File: src/rtl/fp_mult_arbiter_pkg.sv
// Shared float32 constants, IP latencies and the requester tag type used by
// the multiplier and adder sharing logic.
package fp_mult_arbiter_pkg;
    localparam logic [31:0] FP_ONE   = 32'h3F80_0000;
    localparam logic [31:0] FP_ZERO  = 32'h0000_0000;
    localparam int          MULT_LAT = 6;
    localparam int          ADD_LAT  = 11;

    typedef struct packed {
        logic       v;
        logic [2:0] id;
    } req_tag_t;
endpackage

File: src/rtl/fp_mult_arbiter_if.sv
// Requester, multiplier-IP and result signals of the shared float32 multiplier.
interface fp_mult_arbiter_if #(
    parameter int NUM_REQ = 4
);
    logic [31:0]        req_a [NUM_REQ];
    logic [31:0]        req_b [NUM_REQ];
    logic [NUM_REQ-1:0] req_valid;
    logic [NUM_REQ-1:0] req_ready;
    logic [31:0]        mult_a_out;
    logic [31:0]        mult_b_out;
    logic               mult_v_out;
    logic [31:0]        mult_result;
    logic               mult_result_valid;
    logic [31:0]        res_data;
    logic [NUM_REQ-1:0] res_valid;
    logic               tag_err;

    modport master (
        output req_a, req_b, req_valid, mult_result, mult_result_valid,
        input  req_ready, mult_a_out, mult_b_out, mult_v_out, res_data, res_valid, tag_err
    );

    modport slave (
        input  req_a, req_b, req_valid, mult_result, mult_result_valid,
        output req_ready, mult_a_out, mult_b_out, mult_v_out, res_data, res_valid, tag_err
    );
endinterface

File: src/rtl/fp_mult_arbiter_rr_arbiter.sv
// Round-robin arbiter: one-hot grant of the first request above the last winner.
// The pointer lives here so the same block can front the adder IP as well.
module rr_arbiter
    import fp_mult_arbiter_pkg::*;
#(
    parameter  int N  = 4,
    localparam int IW = (N > 1) ? $clog2(N) : 1
) (
    input  logic          clk_in,
    input  logic          rst_in,
    input  logic [N-1:0]  req,
    input  logic          advance,
    input  logic [IW-1:0] grant_idx_in,
    output logic [N-1:0]  grant,
    output logic [IW-1:0] grant_idx
);
    logic [IW-1:0] r_ptr;
    logic [IW-1:0] w_j;

    always_ff @(posedge clk_in) begin
        if (rst_in) begin
            r_ptr <= IW'(N - 1);
        end else if (advance) begin
            r_ptr <= grant_idx_in;
        end
    end

    // Walk the search order backwards so the nearest request above r_ptr wins.
    always_comb begin
        grant     = '0;
        grant_idx = '0;
        w_j       = '0;
        if (!rst_in) begin
            for (int k = N; k >= 1; k--) begin
                w_j = IW'((int'(r_ptr) + k) % N);
                if (req[w_j]) begin
                    grant      = '0;
                    grant[w_j] = 1'b1;
                    grant_idx  = w_j;
                end
            end
        end
    end
endmodule

File: src/rtl/fp_mult_arbiter.sv
// Shares one pipelined float32 multiplier between NUM_REQ requesters; a tag pipe
// matched to the multiplier latency steers each result back to its issuer.
module fp_mult_arbiter
    import fp_mult_arbiter_pkg::*;
#(
    parameter int NUM_REQ  = 4,
    parameter int MULT_LAT = 6
) (
    input  logic                clk_in,
    input  logic                rst_in,
    fp_mult_arbiter_if.slave    bus
);
    localparam int IW = (NUM_REQ > 1) ? $clog2(NUM_REQ) : 1;
    localparam int DW = $clog2(MULT_LAT + 2);

    logic [NUM_REQ-1:0] w_grant;
    logic [IW-1:0]      w_grant_idx;
    logic               w_hs;
    req_tag_t           w_tail;

    logic [31:0]        r_mult_a;
    logic [31:0]        r_mult_b;
    logic               r_mult_v;
    req_tag_t           r_tag_p [MULT_LAT+1];
    logic [31:0]        r_res_data;
    logic [NUM_REQ-1:0] r_res_valid;
    logic [DW-1:0]      r_drain;
    logic               r_tag_err;

    rr_arbiter #(.N(NUM_REQ)) u_arb (
        .clk_in       (clk_in),
        .rst_in       (rst_in),
        .req          (bus.req_valid),
        .advance      (w_hs),
        .grant_idx_in (w_grant_idx),
        .grant        (w_grant),
        .grant_idx    (w_grant_idx)
    );

    // A grant is only ever given to a valid requester, so any grant is a handshake.
    assign w_hs   = |w_grant;
    assign w_tail = r_tag_p[MULT_LAT];

    always_ff @(posedge clk_in) begin
        if (rst_in) begin
            r_mult_a    <= FP_ZERO;
            r_mult_b    <= FP_ZERO;
            r_mult_v    <= 1'b0;
            for (int k = 0; k <= MULT_LAT; k++) r_tag_p[k] <= '0;
            r_res_data  <= FP_ZERO;
            r_res_valid <= '0;
            r_drain     <= DW'(MULT_LAT + 1);
            r_tag_err   <= 1'b0;
        end else begin
            // Issue stage: operands held when idle, tag pipe always shifts.
            r_mult_v <= w_hs;
            if (w_hs) begin
                r_mult_a <= bus.req_a[w_grant_idx];
                r_mult_b <= bus.req_b[w_grant_idx];
            end
            r_tag_p[0] <= '{v: w_hs, id: 3'(w_grant_idx)};
            for (int k = 1; k <= MULT_LAT; k++) r_tag_p[k] <= r_tag_p[k-1];

            // Result stage: tail tag lines up with the multiplier output valid.
            if (w_tail.v && bus.mult_result_valid) begin
                r_res_data  <= bus.mult_result;
                r_res_valid <= NUM_REQ'(1) << w_tail.id;
            end else begin
                r_res_valid <= '0;
            end

            // Pre-reset multiplier results drain out while the counter is non-zero.
            if (r_drain != '0) begin
                r_drain <= r_drain - DW'(1);
            end else if (w_tail.v != bus.mult_result_valid) begin
                r_tag_err <= 1'b1;
            end
        end
    end

    assign bus.req_ready  = w_grant;
    assign bus.mult_a_out = r_mult_a;
    assign bus.mult_b_out = r_mult_b;
    assign bus.mult_v_out = r_mult_v;
    assign bus.res_data   = r_res_data;
    assign bus.res_valid  = r_res_valid;
    assign bus.tag_err    = r_tag_err;
endmodule

File: src/flat_wrapper.sv
// flat-port wrapper written by rule: the top's interface ports become plain ports
module fp_mult_arbiter_flat import fp_mult_arbiter_pkg::*;
#(
    parameter int NUM_REQ  = 4,
    parameter int MULT_LAT = 6
)
  (clk_in, rst_in, bus_req_a, bus_req_b, bus_req_valid, bus_mult_result, bus_mult_result_valid, bus_req_ready, bus_mult_a_out, bus_mult_b_out, bus_mult_v_out, bus_res_data, bus_res_valid, bus_tag_err);
  fp_mult_arbiter_if #(.NUM_REQ(NUM_REQ)) bus_i ();
  input  logic clk_in;
  input  logic rst_in;
  input wire logic [$bits(bus_i.req_a)-1:0] bus_req_a;
  input wire logic [$bits(bus_i.req_b)-1:0] bus_req_b;
  input wire logic [$bits(bus_i.req_valid)-1:0] bus_req_valid;
  input wire logic [$bits(bus_i.mult_result)-1:0] bus_mult_result;
  input wire logic [$bits(bus_i.mult_result_valid)-1:0] bus_mult_result_valid;
  output wire logic [$bits(bus_i.req_ready)-1:0] bus_req_ready;
  output wire logic [$bits(bus_i.mult_a_out)-1:0] bus_mult_a_out;
  output wire logic [$bits(bus_i.mult_b_out)-1:0] bus_mult_b_out;
  output wire logic [$bits(bus_i.mult_v_out)-1:0] bus_mult_v_out;
  output wire logic [$bits(bus_i.res_data)-1:0] bus_res_data;
  output wire logic [$bits(bus_i.res_valid)-1:0] bus_res_valid;
  output wire logic [$bits(bus_i.tag_err)-1:0] bus_tag_err;
  assign bus_i.req_a = {>>{bus_req_a}};
  assign bus_i.req_b = {>>{bus_req_b}};
  assign bus_i.req_valid = bus_req_valid;
  assign bus_i.mult_result = bus_mult_result;
  assign bus_i.mult_result_valid = bus_mult_result_valid;
  assign bus_req_ready = bus_i.req_ready;
  assign bus_mult_a_out = bus_i.mult_a_out;
  assign bus_mult_b_out = bus_i.mult_b_out;
  assign bus_mult_v_out = bus_i.mult_v_out;
  assign bus_res_data = bus_i.res_data;
  assign bus_res_valid = bus_i.res_valid;
  assign bus_tag_err = bus_i.tag_err;
  fp_mult_arbiter #(.NUM_REQ(NUM_REQ), .MULT_LAT(MULT_LAT)) u_core (.clk_in(clk_in), .rst_in(rst_in), .bus(bus_i));
endmodule
File: config.mk
export PLATFORM = sky130hd
export DESIGN_NAME = fp_mult_arbiter_flat
export DESIGN_NICKNAME = d
export VERILOG_FILES = /design/src/rtl/fp_mult_arbiter_pkg.sv /design/src/rtl/fp_mult_arbiter_if.sv /design/src/rtl/fp_mult_arbiter_rr_arbiter.sv /design/src/rtl/fp_mult_arbiter.sv /design/src/flat_wrapper.sv
export SDC_FILE = /design/constraint.sdc
export NUM_CORES = 1
export LEC_CHECK = 0
export BUFFER_PORTS_ARGS = -buffer_cell sky130_fd_sc_hd__buf_4
export CAP_MARGIN = 0
export CORE_AREA = 2 2 155 157
export DETAILED_ROUTE_END_ITERATION = 10
export DIE_AREA = 0 0 157 159
export SYNTH_ARGS = -nofsm -noshare
export SYNTH_HDL_FRONTEND = slang
export SYNTH_SLANG_ARGS = --single-unit
File: constraint.sdc
create_clock -name clk_in -period 7.45 [get_ports clk_in]
set_clock_uncertainty 0.1 [all_clocks]
set_input_delay 0.745 -clock clk_in [delete_from_list [all_inputs] [get_ports clk_in]]
set_output_delay 0.745 -clock clk_in [all_outputs]
set_load 0.02 [all_outputs]
==> results of run 1 <==
-- synthesized netlist by cell type (2+ instances only) --
master    instances  area (um2)
nand2_1         195         732
o221ai_1         63         552
mux2i_1          36         360
a21oi_2           2        17.5
a311oi_1         63         552
mux2_2            4        45.0
a21oi_1           6        30.0
dfxtp_1         127        2540
a221oi_1          4        35.0
buf_4             2        15.0
o21ai_0           2        10.0
nand3_1           4        20.0
nor2_1          101         379
nor2b_1          27         169
inv_1            14        52.6
buf_1             9        33.8
buf_2            14        70.1
nor3b_1           2        15.0
mux4_2            4        90.1
clkbuf_1         44         165
nand2b_1          3        18.8
a221o_1           4        40.0
o22a_1            2        17.5
ha_1              9         113
-- per-stage QoR --
step	total power, mW	area, um2	instances
6_report	4.11	10000	1446
5_1_grt	4.42	10000	1446
4_1_cts	4.16	10000	1446
3_5_place_dp	3.28	9420	1414
3_3_place_gp	3.24	9420	1414
2_1_floorplan	2.52	6220	758
-- kinds of logic after synthesis --
logic type / Yosys count
adder cells (fa/ha/maj): 9
flip-flops: 127
XOR/XNOR: 1
multiplexers: 44
buffers and inverters: 84
AND/OR/NAND/NOR: 338
AO/OA/AOI/OAI: 155
-- area by class of cell --
type	instances	area share, %
clock inverters	14	1.67
well taps	319	3.98
inverters	14	0.524
flip-flops and latches	127	25.4
multi-input cells	547	33.6
clock buffers	18	4.38
repair buffers	407	30.5
-- worst max-delay path: stages, from the launching register on --
cell	delay [ns]
dfxtp_1	0.64
inv_1	0.30
ha_1	0.56
mux2i_1	0.29
mux2_2	0.23
nand3_1	0.08
a221o_1	0.38
nand4_4	0.33
buf_4	0.88
nor2_1	0.08
a311oi_1	0.28
-- layer usage --
metal,GRT usage [%],vias up,routed length (um)
li1,-,3436,-
met1,23.8,3178,10200
met2,32.1,305,11800
met3,5.33,33,2040
met4,6.30,0,549
met5,0,-,0
-- sequential cells by signal, summed over array words and instances, names as in the netlist --
register               count
u_core.bus.mult_a_out     32
u_core.bus.mult_b_out     32
u_core.bus.res_data       32
u_core.r_tag_p            21
u_core.bus.res_valid       4
u_core.r_drain             3
u_core.u_arb.r_ptr         2
u_core.bus.tag_err         1
-- power groups by stage --
stage               Sequential (mW)  Combinational (mW)  Clock [mW]
detailed placement            0.973                2.31           0
global route                  0.984                2.51       0.926
global placement              0.971                2.27           0
CTS                           0.962                2.30       0.892
finish                        0.962                2.28       0.869
floorplan                      1.12                1.40           0
-- worst paths after layout --
check,depth (start not counted),start,to
setup / recovery,10,u_core.u_arb.r_ptr[0],u_core.bus.mult_a_out[13]
hold / removal,1,u_core.r_tag_p[4][3],u_core.r_tag_p[5][3]
setup reg to reg,10,u_core.u_arb.r_ptr[0],u_core.bus.mult_a_out[13]
hold reg to reg,1,u_core.r_tag_p[4][3],u_core.r_tag_p[5][3]
==> flow_summary.yaml, run 1 <==
finish:
  fillers: 2341
  antenna_cells: 0
  seq_area_mm2: 0.00254
  drive_gt1_share_pct: 40.6
  fin_util_pct: 43.2
  final_common_cell: "buf_4"
  multi_input_area_mm2: 0.00337
  nNetsFinal: 1418
  syn2layout_area_growth_pct: 61.2
  layout_common_cells: "buf_4 (407), nand2_1 (193), dfxtp_1 (127)"
timing:
  worst_slack_ns: 3.12
  setup_viol: 0
  fmax_mhz: 231
  slew_viol_final: 0
  rsz0062_at_grt: "false"
  fin_crit_sh_pct: 58.1
  fin_crit_ns: 4.33
  worstMarginPinSlew_ns: 1.06
  tns_ns: 0
  whs_ns: 0.326
  slew_headroom_pct: 29.2
  hold_viol: 0
floorplan:
  start_util_pct: 26.8
  die_w_um: 157
  fp.coreArea_mm2: 0.0232
  die-height_um: 159
  die_area_mm2: 0.0250
  row_count: 56
  num_io_pins: 401
clocking:
  root_buffer: "clkbuf_16"
  cts.clk_slew.worst_paths_ns: 0.07
  postCtsSetupBuffers: 0
  cts_resized: 0
  ctsLongestPathBuffers: 2
  cts_num_sinks: 127
  worstSkewPairLatency_ns: 0.42
  holdBufCountCts: 0
  cts_tree: "done"
  cts_made_buffers: 17
  htree_levels: 4
power_and_ir_drop:
  combPwrFrac_pct: 55.5
  vdd_drop_max_uv: 316
  seqPwrFrac_pct: 23.4
  p_clk_share_pct: 21.1
  leakage_nw: 4.45
  p_sw_mw: 1.88
  p_per_area_mw_per_mm2: 410
  power.internal_mw: 2.24
  p_sw_share_pct: 45.6
setup_path:
  cp-start-kind: "flip-flop"
  worstSetupPathType: "reg2reg"
  cp-end-kind: "flip-flop"
  r2r_setup_slack_ns: 3.12
  worstPathRequired_ns: 7.68
  worst-path-max-fanout: 103
  worstPathArrival_ns: 4.55
place:
  place_ws_ns: 3.16
  place_congestion: 0.861
  io_buffers: 400
  place_hpwl_um: 17400
yosys:
  syn_avg_cell_area_um2: 8.20
  ys_seq_elements: 127
  synthAdderAreaFrac_pct: 1.81
  synth_edf_count: 0
  synthDistinctLibCells: 41
  synth-xor-area-share_pct: 0.141
  synth_top_family_by_area: "simple AND/OR/NAND/NOR gates"
  synth_compound_area_share_pct: 21.3
  synthMuxAreaShare_pct: 7.97
  synthSimpleGateAreaFrac_pct: 22.3
  synth_area_mm2: 0.00622
  synthCells: 758
  yosysWarnings: 0
  synth_ff_type: "dfxtp_1"
  synthesis.nets: 1062
  async_flop_share_pct: 0
  ys_seq_area_share_pct: 40.9
detailed_routing:
  drt_pass1_iterations: 5
  drtAntennaViolNets: 0
  wirelength_um: 24500
  drc: 0
  drt_iter0_markers: 366
  wl_per_cell_um: 17.0
  via_count: 6952
  vias_per_cell: 4.81
grt:
  gr-total-overflow: 0
  grt_pass1_vias: 6799
  grt_antenna_before_repair: 0
  grt_max_degree: 104
  grt_usage_pct: 19.2
  grt_pass1_wl_um: 37600
job:
  maxCapViolations: 0
min_path:
  hold_path.class: "reg2reg"
outcome:
  status: "completed"
Power figures use the tool's default switching activity.
==> run 2: changes to the inputs <==
- ABC_AREA: unset -> 1
- CORE_AREA: 2 2 155 157 -> 2 2 156 158
- DIE_AREA: 0 0 157 159 -> 0 0 158 160
- PLACE_DENSITY: unset -> 0.66
- clock period: 7.45 -> 3.9 ns (I/O delays scaled with it)
==> run 2 against run 1 <==
Effect of this change: register-to-register slack worse by 2.4 ns; die area up 1.3%; area after synthesis up 34%; clock power up 86%; largest cell class unchanged; fmax up 38%; first-iteration DRC count up 20%; non-clock buffer count up 4; sequential power up 88%; critical path type unchanged; critical endpoint is now u_core.bus.mult_a_out[9].
==> flow_summary.yaml, run 2 <==
timing:
  slew_headroom_pct: 38.3
  hold_viol: 0
  setup_viol: 0
  fin_crit_sh_pct: 80.2
  fin_crit_ns: 3.13
  slew_viol_final: 0
  worstMarginPinSlew_ns: 0.925
  fmax_mhz: 320
  whs_ns: 0.0932
  rsz0062_at_grt: "false"
  tns_ns: 0
place:
  place_hpwl_um: 21800
  io_buffers: 400
  place_congestion: 0.895
detailed_routing:
  drt_iter0_markers: 441
  wl_per_cell_um: 13.3
  drc: 0
  drtAntennaViolNets: 0
  wirelength_um: 28900
  via_count: 9555
  vias_per_cell: 4.41
  drt_pass1_iterations: 5
clocking:
  htree_levels: 4
  cts.clk_slew.worst_paths_ns: 0.07
  worstSkewPairLatency_ns: 0.41
  cts_tree: "done"
  root_buffer: "clkbuf_16"
  holdBufCountCts: 0
  cts_made_buffers: 17
  cts_num_sinks: 127
  cts_resized: 0
  ctsLongestPathBuffers: 2
  postCtsSetupBuffers: 0
setup_path:
  cp-end-kind: "flip-flop"
  cp-start-kind: "flip-flop"
  worst-path-max-fanout: 42
  r2r_setup_slack_ns: 0.77
  worstSetupPathType: "reg2reg"
  worstPathArrival_ns: 3.34
  worstPathRequired_ns: 4.11
finish:
  nNetsFinal: 2132
  antenna_cells: 0
  syn2layout_area_growth_pct: 43.8
  drive_gt1_share_pct: 25.1
  layout_common_cells: "buf_4 (407), nand2_1 (400), inv_1 (351)"
  final_common_cell: "buf_4"
power_and_ir_drop:
  leakage_nw: 7.30
  vdd_drop_max_uv: 990
  finalPower_mw: 9.38
  p_clk_share_pct: 17.2
  power.internal_mw: 4.61
  seqPwrFrac_pct: 19.3
  p_per_area_mw_per_mm2: 781
  p_sw_share_pct: 50.9
  p_sw_mw: 4.77
  combPwrFrac_pct: 63.5
floorplan:
  fp.coreArea_mm2: 0.0238
  num_io_pins: 401
  die_area_mm2: 0.0253
  die_w_um: 158
  die-height_um: 160
  start_util_pct: 35.0
  row_count: 57
yosys:
  async_flop_share_pct: 0
  yosysWarnings: 0
  ys_top_cells_by_area: "dfxtp_1 (30%), nand2_1 (18%), inv_1 (16%), nand3_1 (9.7%), nor2_1 (9.7%)"
  synthTopCellsByCount: "nand2_1 (400), inv_1 (352), nor2_1 (215), nand3_1 (162), dfxtp_1 (127)"
  synthCells: 1481
  synth_ff_type: "dfxtp_1"
  synthDistinctLibCells: 26
  synth_area_mm2: 0.00834
  ys_seq_elements: 127
  ys_seq_area_share_pct: 30.5
  yosys.area.top_type: "dfxtp_1"
  synth_edf_count: 0
  synth_top_area_share_pct: 30.5
  yosysMostFrequentCell: "nand2_1"
  syn_avg_cell_area_um2: 5.63
  synthesis.nets: 1785
grt:
  grt_antenna_before_repair: 0
  grt_pass1_wl_um: 43700
  gr-total-overflow: 0
  grt_max_degree: 128
  grt_pass1_vias: 8737
  grt_usage_pct: 21.9
min_path:
  hold_path.class: "in2reg"
job:
  maxCapViolations: 0
outcome:
  status: "completed"
## run 2: cell types whose count changed in the layout (fill, tap and decap cells not counted), moves of 27 or more
cell / change
inv_1: +337
nand2_1: +207
nand3_1: +157
nor2_1: +114
a311oi_1: -63
o221ai_1: -63
a21oi_1: +54
mux2i_1: -36
o21ai_0: +36
nor2b_1: -27
## run 2: cells by family after synthesis
logic type / Yosys count / synth area share, %
simple gates: 804 / 39.9
flops: 127 / 30.5
compound gates: 102 / 6.19
buf+inv: 438 / 22.0
xor+xnor: 1 / 0.105
fa+ha+maj: 9 / 1.35
## run 2: metrics by stage
stage | util [%] | area [um2] | cells | setup WS, ns
finish | 50.4 | 12000 | 2165 | 0.773
global route | 50.4 | 12000 | 2165 | 0.431
CTS | 50.4 | 12000 | 2165 | 0.753
detailed placement | 47.9 | 11400 | 2133 | 0.764
global placement | 47.9 | 11400 | 2133 | 0.896
floorplan | - | 8340 | 1481 | 1.50
## run 2: final timing paths
kind / startpoint / to / cells past startpoint
worst max register to register: u_core.u_arb.r_ptr[1] / u_core.bus.mult_a_out[9] / 15
worst max-delay path: u_core.u_arb.r_ptr[1] / u_core.bus.mult_a_out[9] / 15
worst min-delay path: bus_mult_result[5] / u_core.bus.res_data[5] / 3
worst min register to register: u_core.r_tag_p[3][1] / u_core.r_tag_p[4][1] / 2
## run 2: power by group through the flow
stage               logic, mW  registers, mW  clock network [mW]
CTS                      6.01           1.81                1.66
global route             6.79           1.84                1.71
detailed placement       6.00           1.84                   0
global placement         5.92           1.82                   0
floorplan                4.33           2.12                   0
finish                   5.95           1.81                1.62
## run 2: worst max-delay path: stages (launching register included)
cell     delay [ns]
dfxtp_1        0.47
inv_1          0.18
ha_1           0.36
inv_1          0.16
nand3_1        0.11
nand2_2        0.12
nand2_1        0.10
nand2_1        0.11
nand2_4        0.11
nand2_4        0.26
buf_4          0.45
nand3_1        0.12
nand3_1        0.11
nand2_1        0.06
nor2_1         0.13
nor2_1         0.05
## run 2: area by class of cell
class	count	area [um2]
Multi-Input combinational cell	916	3990
Tap cell	324	405
Fill cell	2520	11800
Clock inverter	15	168
Clock buffer	17	425
Sequential cell	127	2540
Timing Repair Buffer	411	3140
Inverter	355	1340
## run 2: per-layer routing
metal  vias up  track usage, %  wire length, um  part of all wire [%]
met3        27            7.08             2660                   9.2
li1       5013               -                -                     -
met5         -               0                0                     0
met4         0            5.73              501                   1.7
met2       338            39.2            14400                    50
met1      4177            24.9            11400                    39
